File: src/rtl/vote_collector.sv
// vote_collector: synchronise and debounce five voter buttons, collect votes over a timed round, latch result
// Ports:
//   clk   - system clock, all state on rising edge
//   rst   - synchronous active-high reset
//   btn   - raw asynchronous voter buttons, 1 = pressed
//   start - request to open a round
//   comps - latched vote result, bit i = voter i voted
//   valid - high while comps holds a completed round result
//   done  - one-cycle pulse on entry to HOLD
//   busy  - high while collecting
module vote_collector #(
  parameter int DEBOUNCE_CYCLES = 4,
  parameter int WINDOW_CYCLES   = 16
) (
  input  logic       clk,
  input  logic       rst,
  input  logic [4:0] btn,
  input  logic       start,
  output logic [4:0] comps,
  output logic       valid,
  output logic       done,
  output logic       busy
);
  localparam int WW = (WINDOW_CYCLES > 1) ? $clog2(WINDOW_CYCLES) : 1;
  localparam int DW = (DEBOUNCE_CYCLES > 0) ? $clog2(DEBOUNCE_CYCLES + 1) : 1;
  localparam logic [WW-1:0] WIN_LOAD = WW'(WINDOW_CYCLES - 1);
  localparam logic [DW-1:0] DEB_LAST = DW'(DEBOUNCE_CYCLES - 1);
  typedef enum logic [1:0] {IDLE, COLLECT, HOLD} state_t;
  state_t          r_state, w_next;
  logic [4:0]      r_sync1, r_sync2, r_deb, r_vote, r_comps;
  logic [DW-1:0]   r_cnt [5];
  logic [WW-1:0]   r_win;
  logic            r_done;
  logic [4:0]      w_votes;
  logic            w_close, w_open;
  assign w_votes = r_vote | r_deb;
  // a vote debouncing on the closing cycle is still counted because w_votes uses the live debounced level
  assign w_close = (r_state == COLLECT) && ((r_win == '0) || (&w_votes));
  assign w_open  = start && (r_state != COLLECT);
  always_comb begin
    w_next = r_state;
    if (w_open) w_next = COLLECT;
    else if (w_close) w_next = HOLD;
  end
  always_ff @(posedge clk) begin
    if (rst) r_state <= IDLE;
    else r_state <= w_next;
  end
  always_ff @(posedge clk) begin
    if (rst) begin
      r_sync1 <= '0;
      r_sync2 <= '0;
      r_deb   <= '0;
      for (int i = 0; i < 5; i++) r_cnt[i] <= '0;
    end else begin
      r_sync1 <= btn;
      r_sync2 <= r_sync1;
      for (int i = 0; i < 5; i++) begin
        if (r_sync2[i] == r_deb[i]) r_cnt[i] <= '0;
        else if (r_cnt[i] == DEB_LAST) begin
          r_deb[i] <= r_sync2[i];
          r_cnt[i] <= '0;
        end else r_cnt[i] <= r_cnt[i] + 1'b1;
      end
    end
  end
  always_ff @(posedge clk) begin
    if (rst) begin
      r_vote  <= '0;
      r_win   <= '0;
      r_comps <= '0;
      r_done  <= 1'b0;
    end else begin
      r_done <= w_close;
      if (w_open) begin
        r_vote <= '0;
        r_win  <= WIN_LOAD;
      end else if (r_state == COLLECT) begin
        r_vote <= w_votes;
        r_win  <= (r_win == '0) ? r_win : r_win - 1'b1;
      end
      if (w_close) r_comps <= w_votes;
    end
  end
  assign comps = r_comps;
  assign done  = r_done;
  assign valid = (r_state == HOLD);
  assign busy  = (r_state == COLLECT);
endmodule
File: config.mk
export PLATFORM = sky130hd
export DESIGN_NAME = vote_collector
export DESIGN_NICKNAME = d
export VERILOG_FILES = /design/src/rtl/vote_collector.sv
export SDC_FILE = /design/constraint.sdc
export NUM_CORES = 1
export LEC_CHECK = 0
export ABC_AREA = 1
export CORE_UTILIZATION = 40
export DETAILED_ROUTE_END_ITERATION = 6
export SYNTH_ARGS = -nofsm -noshare
export SYNTH_HDL_FRONTEND = slang
export SYNTH_SLANG_ARGS = --single-unit
File: constraint.sdc
create_clock -name clk -period 2 [get_ports clk]
set_clock_uncertainty 0.15 [all_clocks]
set_input_delay 0.3 -clock clk [delete_from_list [all_inputs] [get_ports clk]]
set_output_delay 0.3 -clock clk [all_outputs]
set_load 0.05 [all_outputs]
==> metrics.md, run 1 <==
| Metric | Value |
|---|---|
| Reg2Reg Setup Slack | `490 ps` |
| Worst r2r path cells | `5` |
| Seq/Total Area, Yosys | `55.1%` |
| Hold Crit Class | `flop to flop` |
| Cells along the critical path | `clkdlybuf4s50_1` |
| Critical Path Fanout Max | `2` |
| Num ports | `16` |
| Critical Path Source Type | `flop` |
| Mapped Area | `0.00198 mm2` |
| Vias | `1357` |
| Root Buffer | `clkbuf_8` |
| Leakage power | `1.05 nW` |
| Final core utilization | `49.3%` |
| Yosys cell types | `26` |
| Final wirelength | `2870 um` |
| Total grt overflow | `0` |
| Clock transition at path regs | `80 ps` |
| Syn avg cell area | `9.05 um2` |
| Starting density of the core | `41.7%` |
| Num CTS Buffers | `5` |
| Slew HR | `66.7%` |
| Crit path buffers/inverters | `1` |
| Critical Path Source | `comps[2]` |
| Layout cell share with drive strength beyond 1 | `9.09%` |
| Status | `completed` |
| Worst skew pair latency | `290 ps` |
| Most frequent cells in the layout | `40 x inv_1, 36 x nor2_1, 32 x dfxtp_1, 20 x nand2_1, 18 x a21oi_1` |
| Die W | `72.4 um` |
| Gr usage total | `12.4%` |
| CTS Hold Bufs | `0` |
| Setup CP Type | `flop to output pin` |
| Worst hold slack | `255 ps` |
| Leading cell type in the layout, fill and taps excluded | `inv_1` |
| Initial antenna violation count | `0` |
| CTS Buffer Depth | `2` |
| RSZ-0062 raised after global routing | `false` |
| Vias/cell | `4.24` |
| H-tree levels | `2` |
| First-pass GRT wire length | `4930 um` |
| Die area | `0.00524 mm2` |
| Ys Warns | `0` |
| CTS tree | `yes` |
| Drt initial violations | `93` |
| Postcts setup bufs | `0` |
| Routed length per instance | `8.97 um` |
| Vias in the first global route | `1167` |
| Core ar. | `0.00475 mm2` |
| Initial DRT Pass Iterations | `4` |
| Hold Vio Cnt, Final | `0` |
| Post-CTS Resized | `0` |
| Drc violations | `0` |
| Die Y | `72.4 um` |
| CP max stage cell | `clkdlybuf4s50_1` |
| Worst path arrival time | `1430 ps` |
| Nets | `272` |
| # diodes | `0` |
| Antenna violation net count after detailed routing | `0` |
| Fmax | `533 MHz` |
| Final setup TNS | `0 ps` |
| HPWL Detailed | `2090 um` |
| Crit path to | `comps[2]` |
| CP top delay family | `buffers and inverters` |
| Worst EP required | `1550 ps` |
| I/O Buffers | `15` |
| Area delta synth->final | `18.2%` |
| Period utilization | `93.9%` |
| Reg-to-Reg Start | `r_cnt[0][0]` |
| CTS Sinks | `47` |
| Max incr delay on CP | `800 ps` |
| # rows | `25` |
| Min Clock Period, post-route | `1880 ps` |
| Largest net degree at the start of global routing | `16` |
| Crit. End Element | `output pin` |
| P per Cell Area | `808 mW/mm2` |
| Peak supply drop | `0.282 mV` |
| CP Depth | `1` |
| MaxCap Viol Count | `0` |
| Mapped Cells | `219` |
| Seq cells post-synth | `47` |
| Total Power | `0.00189 W` |
| Max Slew Vio Count | `0` |
| Setup Viol. Count Final | `0` |
| R2r endpoint | `r_cnt[0][2]` |
| Worst Max-Slew Pin Slew | `497 ps` |
| Gpl congestion | `0.801` |
==> stage by stage <==
stage,setup slack [ps],area (um2),std cells
after CTS,97.9,2340,320
after global placement,323,2260,312
after floorplan,392,2030,233
after global routing,65.4,2340,320
after detailed placement,309,2260,312
final,122,2340,320
==> report_power, final <==
group	switching (W)	leakage, nW	internal, W
registers	0.0000276	0.416	0.00104
clock network	0.000300	0.0412	0.000244
logic	0.000182	0.594	0.000105
total	0.000509	1.05	0.00139
==> synth_stat cells (all sizes together) <==
cell type  count  area, um2
buf            2       16.3
inv           42        158
nand3         10       50.1
a21oi         19       98.9
nand2         25        111
nor2          38        153
o211ai         5       37.5
edfxtp        15        450
clkbuf         3       16.3
ha            12        150
conb           1       3.75
o21ai          7       46.3
dfxtp         32        641
or2            2       12.5
nand4          6       37.5
==> kinds of logic after synthesis <==
family | Yosys count | share of synthesized area [%]
buffers and inverters | 47 | 9.60
adder cells (fa/ha/maj) | 12 | 7.58
AO/OA/AOI/OAI | 31 | 9.22
AND/OR/NAND/NOR | 81 | 18.4
flip-flops | 47 | 55.1
other | 1 | 0.189
==> registers in the layout, summed over array words and instances (netlist names) <==
signal   cells
r_deb        5
r_cnt       15
comps        5
r_state      2
r_sync2      5
r_win        4
done         1
r_sync1      5
r_vote       5
==> worst min-delay path by stage <==
stage                          start         end  slack (ps)  depth (start not counted)
after floorplan           r_sync1[0]  r_sync2[0]         240                          2
after global placement    r_sync1[0]  r_sync2[0]         240                          2
after detailed placement  r_sync1[2]  r_sync2[2]         240                          2
after CTS                 r_sync1[2]  r_sync2[2]         260                          2
after global routing      r_sync1[0]  r_sync2[0]         260                          2
final                     r_sync1[2]  r_sync2[2]         250                          2
==> cell type report <==
cell class,instances,area (um2)
clock buffer,6,72.6
clock inverter,2,12.5
fill,471,2410
inverter,42,158
multi-input combinational,139,753
sequential,47,1090
tap,67,83.8
timing repair buffer,17,173
==> layer usage <==
layer	wire length, um	GRT usage (%)	part of all wire (%)	vias to the layer above
li1	-	-	-	745
met1	1520	15.7	53	587
met2	1210	19.0	42	20
met3	77	2.92	2.7	5
met4	61	7.84	2.1	0
met5	0	0	0	-
No activity file was read; power rests on OpenSTA's default activity.
==> run 2, diff against run 1 <==
- CORE_UTILIZATION: 40 -> 55
- PLACE_DENSITY: not set -> 0.76
==> run 2 against run 1 <==
Effect of this change: worst hold slack improved by 5.1 ps; flip-flop and latch count did not move; worst setup slack lost 61 ps; critical path depth did not move; critical path type unchanged.
==> metrics.md, run 2 (synthesis results as in run 1) <==
| Metric | Value |
|---|---|
| Routed length per instance | `10.6 um` |
| CP Depth | `1` |
| Area of the multi-input gates | `753 um2` |
| Area delta synth->final | `17.6%` |
| P per Cell Area | `837 mW/mm2` |
| Gpl congestion | `0.737` |
| Crit path buffers/inverters | `1` |
| Slew HR | `65.7%` |
| Worst skew pair latency | `360 ps` |
| Worst EP required | `1550 ps` |
| Worst hold slack | `260 ps` |
| Layout cell share with drive strength beyond 1 | `9.49%` |
| Die Y | `62.0 um` |
| Core ar. | `0.00339 mm2` |
| CTS Sinks | `47` |
| Antenna violation net count after detailed routing | `0` |
| Worst r2r path cells | `5` |
| Worst Max-Slew Pin Slew | `513 ps` |
| Leading cell type in the layout, fill and taps excluded | `inv_1` |
| Largest Register | `r_cnt` |
| Total grt overflow | `0` |
| Logic pwr share | `15.0%` |
| Hold Vio Cnt, Final | `0` |
| Cells along the critical path | `clkdlybuf4s50_1` |
| Largest net degree at the start of global routing | `16` |
| Initial DRT Pass Iterations | `6` |
| Peak supply drop | `0.416 mV` |
| RSZ-0062 raised after global routing | `false` |
| CTS tree | `yes` |
| Final setup TNS | `0 ps` |
| Max Slew Vio Count | `0` |
| Vias | `1404` |
| Status | `completed` |
| Slack of the critical path | `61.3 ps` |
| HP Start | `r_sync1[0]` |
| Net Switching | `0.000513 W` |
| Vias in the first global route | `1144` |
| Die area | `0.00385 mm2` |
| CTS Buffer Depth | `2` |
| Leakage power | `1.15 nW` |
| I/O Buffers | `15` |
| Critical Path Source | `done` |
| Clock network fraction of total power | `30.5%` |
| Most frequent cells in the layout | `40 x inv_1, 36 x nor2_1, 32 x dfxtp_1, 20 x nand2_1, 18 x a21oi_1` |
| Hold Crit Class | `flop to flop` |
| Max reg flops | `15` |
| Num ports | `16` |
| Final wirelength | `3180 um` |
| HPWL Detailed | `2230 um` |
| Worst path arrival time | `1490 ps` |
| Die W | `62.0 um` |
| Crit. End Element | `output pin` |
| Max incr delay on CP | `800 ps` |
| Setup CP Type | `flop to output pin` |
| Reg-to-Reg Start | `r_cnt[4][0]` |
| Postcts setup bufs | `0` |
| MaxCap Viol Count | `0` |
| Setup Viol. Count Final | `0` |
| # rows | `21` |
| Int Power | `0.00144 W` |
| Starting density of the core | `58.5%` |
| Vias/cell | `4.70` |
| Fmax | `516 MHz` |
| Critical Path Fanout Max | `1` |
| CP max stage cell | `clkdlybuf4s50_1` |
| Num CTS Buffers | `5` |
| Sw frac | `26.3%` |
| Critical Path Source Type | `flop` |
| Min Clock Period, post-route | `1940 ps` |
| Fillcell total | `274` |
| Initial antenna violation count | `0` |
| First-pass GRT wire length | `4890 um` |
| Gr usage total | `18.3%` |
| Share of total power in sequential cells | `54.6%` |
| CTS Hold Bufs | `0` |
| H-tree levels | `2` |
| Drt initial violations | `75` |
| Hold Path Depth | `2` |
| Seq. cell area | `0.00109 mm2` |
| Root Buffer | `clkbuf_4` |
| # diodes | `0` |
| Period utilization | `96.9%` |
| Clock transition at path regs | `140 ps` |
| Nets | `272` |
| Place WS | `316 ps` |
| CP top delay family | `buffers and inverters` |
| Drc violations | `0` |
==> run 2: repair_timing <==
action / CTS / global route
setup endpoints to repair: 0 / 5
endpoints found under the hold margin: 0 / 0
gates resized for setup: 0 / 5
==> run 2: worst paths after layout <==
kind / end / slack, ps
max: done / 60
min: r_sync2[0] / 260
max reg2reg: r_cnt[4][2] / 440
min reg2reg: r_sync2[0] / 260
==> run 2: final cells by class <==
cell class / instances / area share, %
sequential: 47 / 46.8
multi-input combinational: 139 / 32.3
timing repair buffer: 17 / 7.94
inverter: 42 / 6.76
tap: 46 / 2.47
clock buffer: 6 / 2.20
clock inverter: 2 / 1.50
==> run 2: through the flow <==
step | power [W] | cell area (um2) | std cells | util [%]
final | 0.00195 | 2330 | 299 | 68.8
after global routing | 0.00204 | 2330 | 299 | 68.8
after CTS | 0.00197 | 2320 | 299 | 68.4
after detailed placement | 0.00138 | 2230 | 291 | 65.9
after global placement | 0.00137 | 2230 | 291 | 65.9
after floorplan | 0.00130 | 2030 | 233 | -
==> run 2: power groups by stage <==
stage | combinational, W | clock, W | sequential, W
2_1_floorplan | 0.000210 | 0 | 0.00109
3_3_place_gp | 0.000284 | 0 | 0.00108
3_5_place_dp | 0.000289 | 0 | 0.00109
4_1_cts | 0.000291 | 0.000610 | 0.00106
5_1_grt | 0.000329 | 0.000643 | 0.00107
6_report | 0.000292 | 0.000594 | 0.00106
==> run 2: metal layers <==
layer	vias to the layer above	global-route usage (%)	wire length, um
met4	0	11.4	77
li1	748	-	-
met2	23	28.7	1480
met5	-	0	0
met1	626	22.4	1520
met3	7	4.97	103
==> run 3, diff against run 2 <==
- CORE_UTILIZATION: 55 -> 42
- PLACE_DENSITY: 0.76 -> not set
==> run 3 against run 2 <==
Effect of this change: non-clock buffer count did not move; critical path type unchanged; worst hold slack got worse by 5.7 ps; design area rose by 1.1%; first-iteration DRC count fell by 44%; final cell count rose by 2.0%; clock power rose by 20%; critical path depth did not move; total power rose by 5.5%; routed wire length fell by 9.6%; the run now ends with design-rule violations left.
==> metrics.md, run 3 (synthesis results as in run 1) <==
| Metric | Value |
|---|---|
| Status | `complete, but fails checks` |
| Violated checks | `design-rule violations` |
| Initial DRT Pass Iterations | `6` |
| Num ports | `16` |
| # diodes | `0` |
| Area delta synth->final | `18.9%` |
| H-tree levels | `2` |
| Starting density of the core | `44.6%` |
| Vias | `1366` |
| Die W | `70.7 um` |
| Setup CP Type | `flop to output pin` |
| Non-Filler Instances | `305` |
| Total grt overflow | `0` |
| Drt initial violations | `42` |
| WHS Endpoint | `r_sync2[1]` |
| Post-CTS Resized | `0` |
| Worst EP required | `1550 ps` |
| Layout cell share with drive strength beyond 1 | `9.49%` |
| Max incr delay on CP | `800 ps` |
| Root Buffer | `clkbuf_8` |
| Largest net degree at the start of global routing | `16` |
| CTS Hold Bufs | `0` |
| RSZ-0062 raised after global routing | `false` |
| Drc violations | `5` |
| Die Y | `70.7 um` |
| Leakage power | `1.07 nW` |
| Peak supply drop | `0.471 mV` |
| Reg-to-Reg Start | `r_cnt[3][0]` |
| Largest Register | `r_cnt` |
| CTS tree | `yes` |
| Worst path arrival time | `1430 ps` |
| Crit. End Element | `output pin` |
| HPWL Detailed | `2130 um` |
| Final setup TNS | `0 ps` |
| Most frequent cells in the layout | `40 x inv_1, 36 x nor2_1, 32 x dfxtp_1, 20 x nand2_1, 18 x a21oi_1` |
| Routed length per instance | `9.41 um` |
| Crit path buffers/inverters | `1` |
| Leading cell type in the layout, fill and taps excluded | `inv_1` |
| Nets | `272` |
| Placed cells | `297` |
| Reg2Reg Setup Slack | `490 ps` |
| Fmax | `532 MHz` |
| Period utilization | `94.0%` |
| Setup Viol. Count Final | `0` |
| Vias/cell | `4.48` |
| I/O Buffers | `15` |
| Hold Crit Class | `flop to flop` |
| Min Clock Period, post-route | `1880 ps` |
| Num CTS Buffers | `5` |
| # rows | `24` |
| Vias in the first global route | `1263` |
| First-pass GRT wire length | `5160 um` |
| CTS Sinks | `47` |
| Post-placement cell area | `0.00224 mm2` |
| Clock transition at path regs | `80 ps` |
| CP top delay family | `buffers and inverters` |
| Final Cell Area | `0.00236 mm2` |
| Initial antenna violation count | `0` |
| Die area | `0.00500 mm2` |
| MaxCap Viol Count | `0` |
| Postcts setup bufs | `0` |
| Gr usage total | `13.4%` |
| CTS Buffer Depth | `2` |
| Worst r2r path cells | `5` |
| P per Cell Area | `873 mW/mm2` |
| Worst skew pair latency | `290 ps` |
| Hold Path Depth | `2` |
| Max Slew Vio Count | `0` |
| Critical Path Source Type | `flop` |
| HP Start | `r_sync1[1]` |
| CP max stage cell | `clkdlybuf4s50_1` |
| Max reg flops | `15` |
| Antenna violation net count after detailed routing | `0` |
| Core ar. | `0.00444 mm2` |
| Final wirelength | `2870 um` |
| Cells along the critical path | `clkdlybuf4s50_1` |
| Critical Path Fanout Max | `2` |
| Gpl congestion | `0.662` |
| Hold Vio Cnt, Final | `0` |
| R2r endpoint | `r_cnt[3][2]` |
## run 3: cell count changes in the layout (fill, tap and decap cells not counted)
cell,previous run,this run
clkbuf_4,5,0
clkdlybuf4s50_1,8,13
clkbuf_8,1,6
dlymetal6s2s_1,5,0
## run 3: area by class of cell
class	instances	area, um2
Clock inverter	2	35.0
Tap cell	52	65.1
Timing Repair Buffer	17	173
Clock buffer	6	82.6
Sequential cell	47	1090
Multi-Input combinational cell	139	753
Inverter	42	158
Fill cell	451	2090
## run 3: per-layer routing
layer  part of all wire (%)  global-route usage [%]  vias up
met5                      0                       0        -
met4                    2.1                    7.33        0
met3                    3.7                    4.27        5
met2                     45                    21.8       21
met1                     49                    15.8      589
li1                       -                       -      751
## run 3: power by group
group	internal, W	switching (W)	leakage [nW]
Combinational	0.000105	0.000180	0.594
Clock	0.000404	0.000305	0.0612
Sequential	0.00104	0.0000280	0.416
## run 3: worst max path at each step
stage | cells past startpoint | end | slack, ps | start
after floorplan | 2 | valid | 390 | r_state[1]
after global placement | 4 | r_cnt[0][1] | 300 | rst
after detailed placement | 4 | r_cnt[3][0] | 270 | rst
after CTS | 1 | comps[2] | 100 | comps[2]
after global routing | 1 | comps[2] | 70 | comps[2]
final | 1 | comps[0] | 120 | comps[0]
## run 3: through the flow
| stage | utilization, % | setup WS, ps | hold WS, ps | total power (W) |
|---|---|---|---|---|
| after floorplan | - | 392 | 238 | 0.00130 |
| after global placement | 50.4 | 305 | 242 | 0.00137 |
| after detailed placement | 50.4 | 273 | 243 | 0.00137 |
| after CTS | 53.0 | 102 | 256 | 0.00209 |
| after global routing | 53.0 | 65.8 | 273 | 0.00217 |
| final | 53.0 | 120 | 254 | 0.00206 |
==> RTL change, RTL diff (flow settings as in run 2) <==
Re-encode `state_t` (3 states) as one-hot, 3 bits wide.
--- a/src/rtl/vote_collector.sv
+++ b/src/rtl/vote_collector.sv
@@ -25,7 +25,7 @@
   localparam int DW = (DEBOUNCE_CYCLES > 0) ? $clog2(DEBOUNCE_CYCLES + 1) : 1;
   localparam logic [WW-1:0] WIN_LOAD = WW'(WINDOW_CYCLES - 1);
   localparam logic [DW-1:0] DEB_LAST = DW'(DEBOUNCE_CYCLES - 1);
-  typedef enum logic [1:0] {IDLE, COLLECT, HOLD} state_t;
+  typedef enum logic [2:0] {IDLE = 3'b001, COLLECT = 3'b010, HOLD = 3'b100} state_t;
   state_t          r_state, w_next;
   logic [4:0]      r_sync1, r_sync2, r_deb, r_vote, r_comps;
   logic [DW-1:0]   r_cnt [5];
Formal check against the unedited RTL: same outputs for any inputs over 10 cycles, from zero or initial values and one cycle with rst high; not proved beyond that.
==> RTL change against run 2 <==
Synthesized area grew 0.38%; global-route usage shrank 0.39 points; sequential cell count grew 1; cell count grew 1.3%; largest cell class unchanged; wire length shrank 4.7%; core utilization grew 1.3 points; design area grew 1.8%; worst setup slack gained 0.17 ns; sequential share of layout area is essentially flat; total power shrank 4.6%.
==> RTL change: results (changes against run 2) <==
- Status: finished clean (unchanged)
- Slowest stage delay, CP: 0.40 ns (was 0.80 ns)
- Number of buffers created by CTS: 5 (unchanged)
- Top Family by Delay on Critical Path: flip-flops (was buffers and inverters)
- Vias in the first global route: 1258 (was 1144)
- Most frequent cells after synthesis: inv_1 (42), nor2_1 (36), dfxtp_1 (33) (was inv_1 (40), nor2_1 (36), dfxtp_1 (32))
- Via count: 1412 (was 1404)
- Met1 Use GR: 20.1% (was 22.4%)
- Gpl congestion: 0.767 (was 0.737)
- First-pass GRT wire length: 5260 microns (was 4890 microns)
- Initial DRC count: 74 (was 75)
- Hold endpoint: r_sync2[4] (was r_sync2[0])
- Asr flop ratio synth: 0% (unchanged)
- DR pass1 iterations: 4 (was 6)
- Maximum VDD drop: 520 uV (was 416 uV)
- Slowest CP cell: dfxtp_1 (was clkdlybuf4s50_1)
- DR WL/cell: 9.99 microns (was 10.6 microns)
- Top post-synthesis cells by area: dfxtp_1 (33%), edfxtp_1 (23%), inv_1 (7.9%), ha_1 (7.5%), nor2_1 (6.8%) (was dfxtp_1 (32%), edfxtp_1 (23%), ha_1 (7.6%), inv_1 (7.6%), nor2_1 (6.8%))
- Hold path start: r_sync1[4] (was r_sync1[0])
- Detailed Place HPWL: 2150 microns (was 2230 microns)
- Worst-path fanout max: 19 (was 1)
- Yosys warning count: 0 (unchanged)
- Dpl ws: 0.139 ns (was 0.316 ns)
- Nets: 276 (was 272)
- Reg2reg setup slack: 0.46 ns (was 0.44 ns)
- Crit path DAT: 1.32 ns (was 1.49 ns)
- Met3 usage: 6.62% (was 4.97%)
- Ratio of cells with drive above 1 in the final layout: 7.00% (was 9.49%)
- Sequential fraction of the synthesis area: 55.8% (was 55.1%)
- Pin count of the biggest net entering global routing: 20 (was 16)
- H-tree levels: 2 (unchanged)
- Final std cells w/o fill: 303 (was 299)
- Relative slew margins: 65.1% (was 65.7%)
- M2 GR Usage: 30.5% (was 28.7%)
- Total leakage power: 1.12 nW (was 1.15 nW)
- Mapped Avg Cell Area: 9.00 sq um (was 9.05 sq um)
- Synth unique cells: 23 (was 26)
- Tot GR Track Use: 18.0% (was 18.3%)
RTL change: worst register-to-register path: cells and delay by family (launching register included):
| kind | cells | cell delay, ns |
|---|---|---|
| flip-flops | 1 | 0.43 |
| adder cells (fa/ha/maj) | 2 | 0.43 |
| AO/OA/AOI/OAI | 2 | 0.25 |
| AND/OR/NAND/NOR | 1 | 0.14 |
RTL change: final cells by class:
| type | instances | area (sq um) |
|---|---|---|
| clock inverters | 2 | 33.8 |
| inverters | 43 | 161 |
| repair buffers | 17 | 200 |
| flip-flops and latches | 48 | 1110 |
| clock buffers | 6 | 51.3 |
| fillers | 279 | 1020 |
| well taps | 46 | 57.6 |
| multi-input cells | 141 | 758 |
RTL change: through the flow:
step | cell area (sq um) | hold slack (ns)
2_1_floorplan | 2050 | 0.219
3_3_place_gp | 2270 | 0.239
3_5_place_dp | 2270 | 0.243
4_1_cts | 2360 | 0.261
5_1_grt | 2370 | 0.270
6_report | 2370 | 0.256
RTL change: how the worst max path moves through the flow:
stage,start,to,slack (ns),depth (start not counted)
after floorplan,r_state[2],valid,0.40,2
after global placement,rst,r_cnt[2][2],0.15,4
after detailed placement,rst,r_cnt[4][2],0.14,4
after CTS,comps[3],comps[3],0.02,1
after global routing,r_state[2],valid,0.14,3
final,r_state[1],busy,0.23,3
RTL change: timing repair:
| action | in CTS | in global routing |
|---|---|---|
| resized for setup | 0 | 6 |
| setup endpoints to repair | 0 | 6 |
| endpoints found under the hold margin | 0 | 0 |
RTL change: metal layers:
metal / share of wire (%) / vias up / routed length, microns
li1: - / 761 / -
met2: 46 / 28 / 1390
met3: 4.3 / 6 / 131
met4: 1.9 / 0 / 57
met5: 0 / - / 0
met1: 48 / 617 / 1450
RTL change: kinds of logic (layout without fill, tap and decap cells):
group | count (synthesis) | in the layout | share of synthesized area, %
AOI/OAI and AO/OA | 41 | 41 | 11.2
xor gates and xnor gates | 1 | 1 | 0.440
adders and majority gates | 12 | 12 | 7.55
buffers and inverters | 46 | 68 | 8.93
DFF | 48 | 48 | 55.8
other | 1 | 15 | 0.188
and+or+nand+nor | 72 | 72 | 15.8
RTL change: report_power, final:
| group | internal, mW | switching, mW | total (mW) |
|---|---|---|---|
| registers | 1.05 | 0.0250 | 1.07 |
| clock network | 0.294 | 0.293 | 0.586 |
| logic | 0.0754 | 0.124 | 0.199 |
| total | 1.42 | 0.442 | 1.86 |
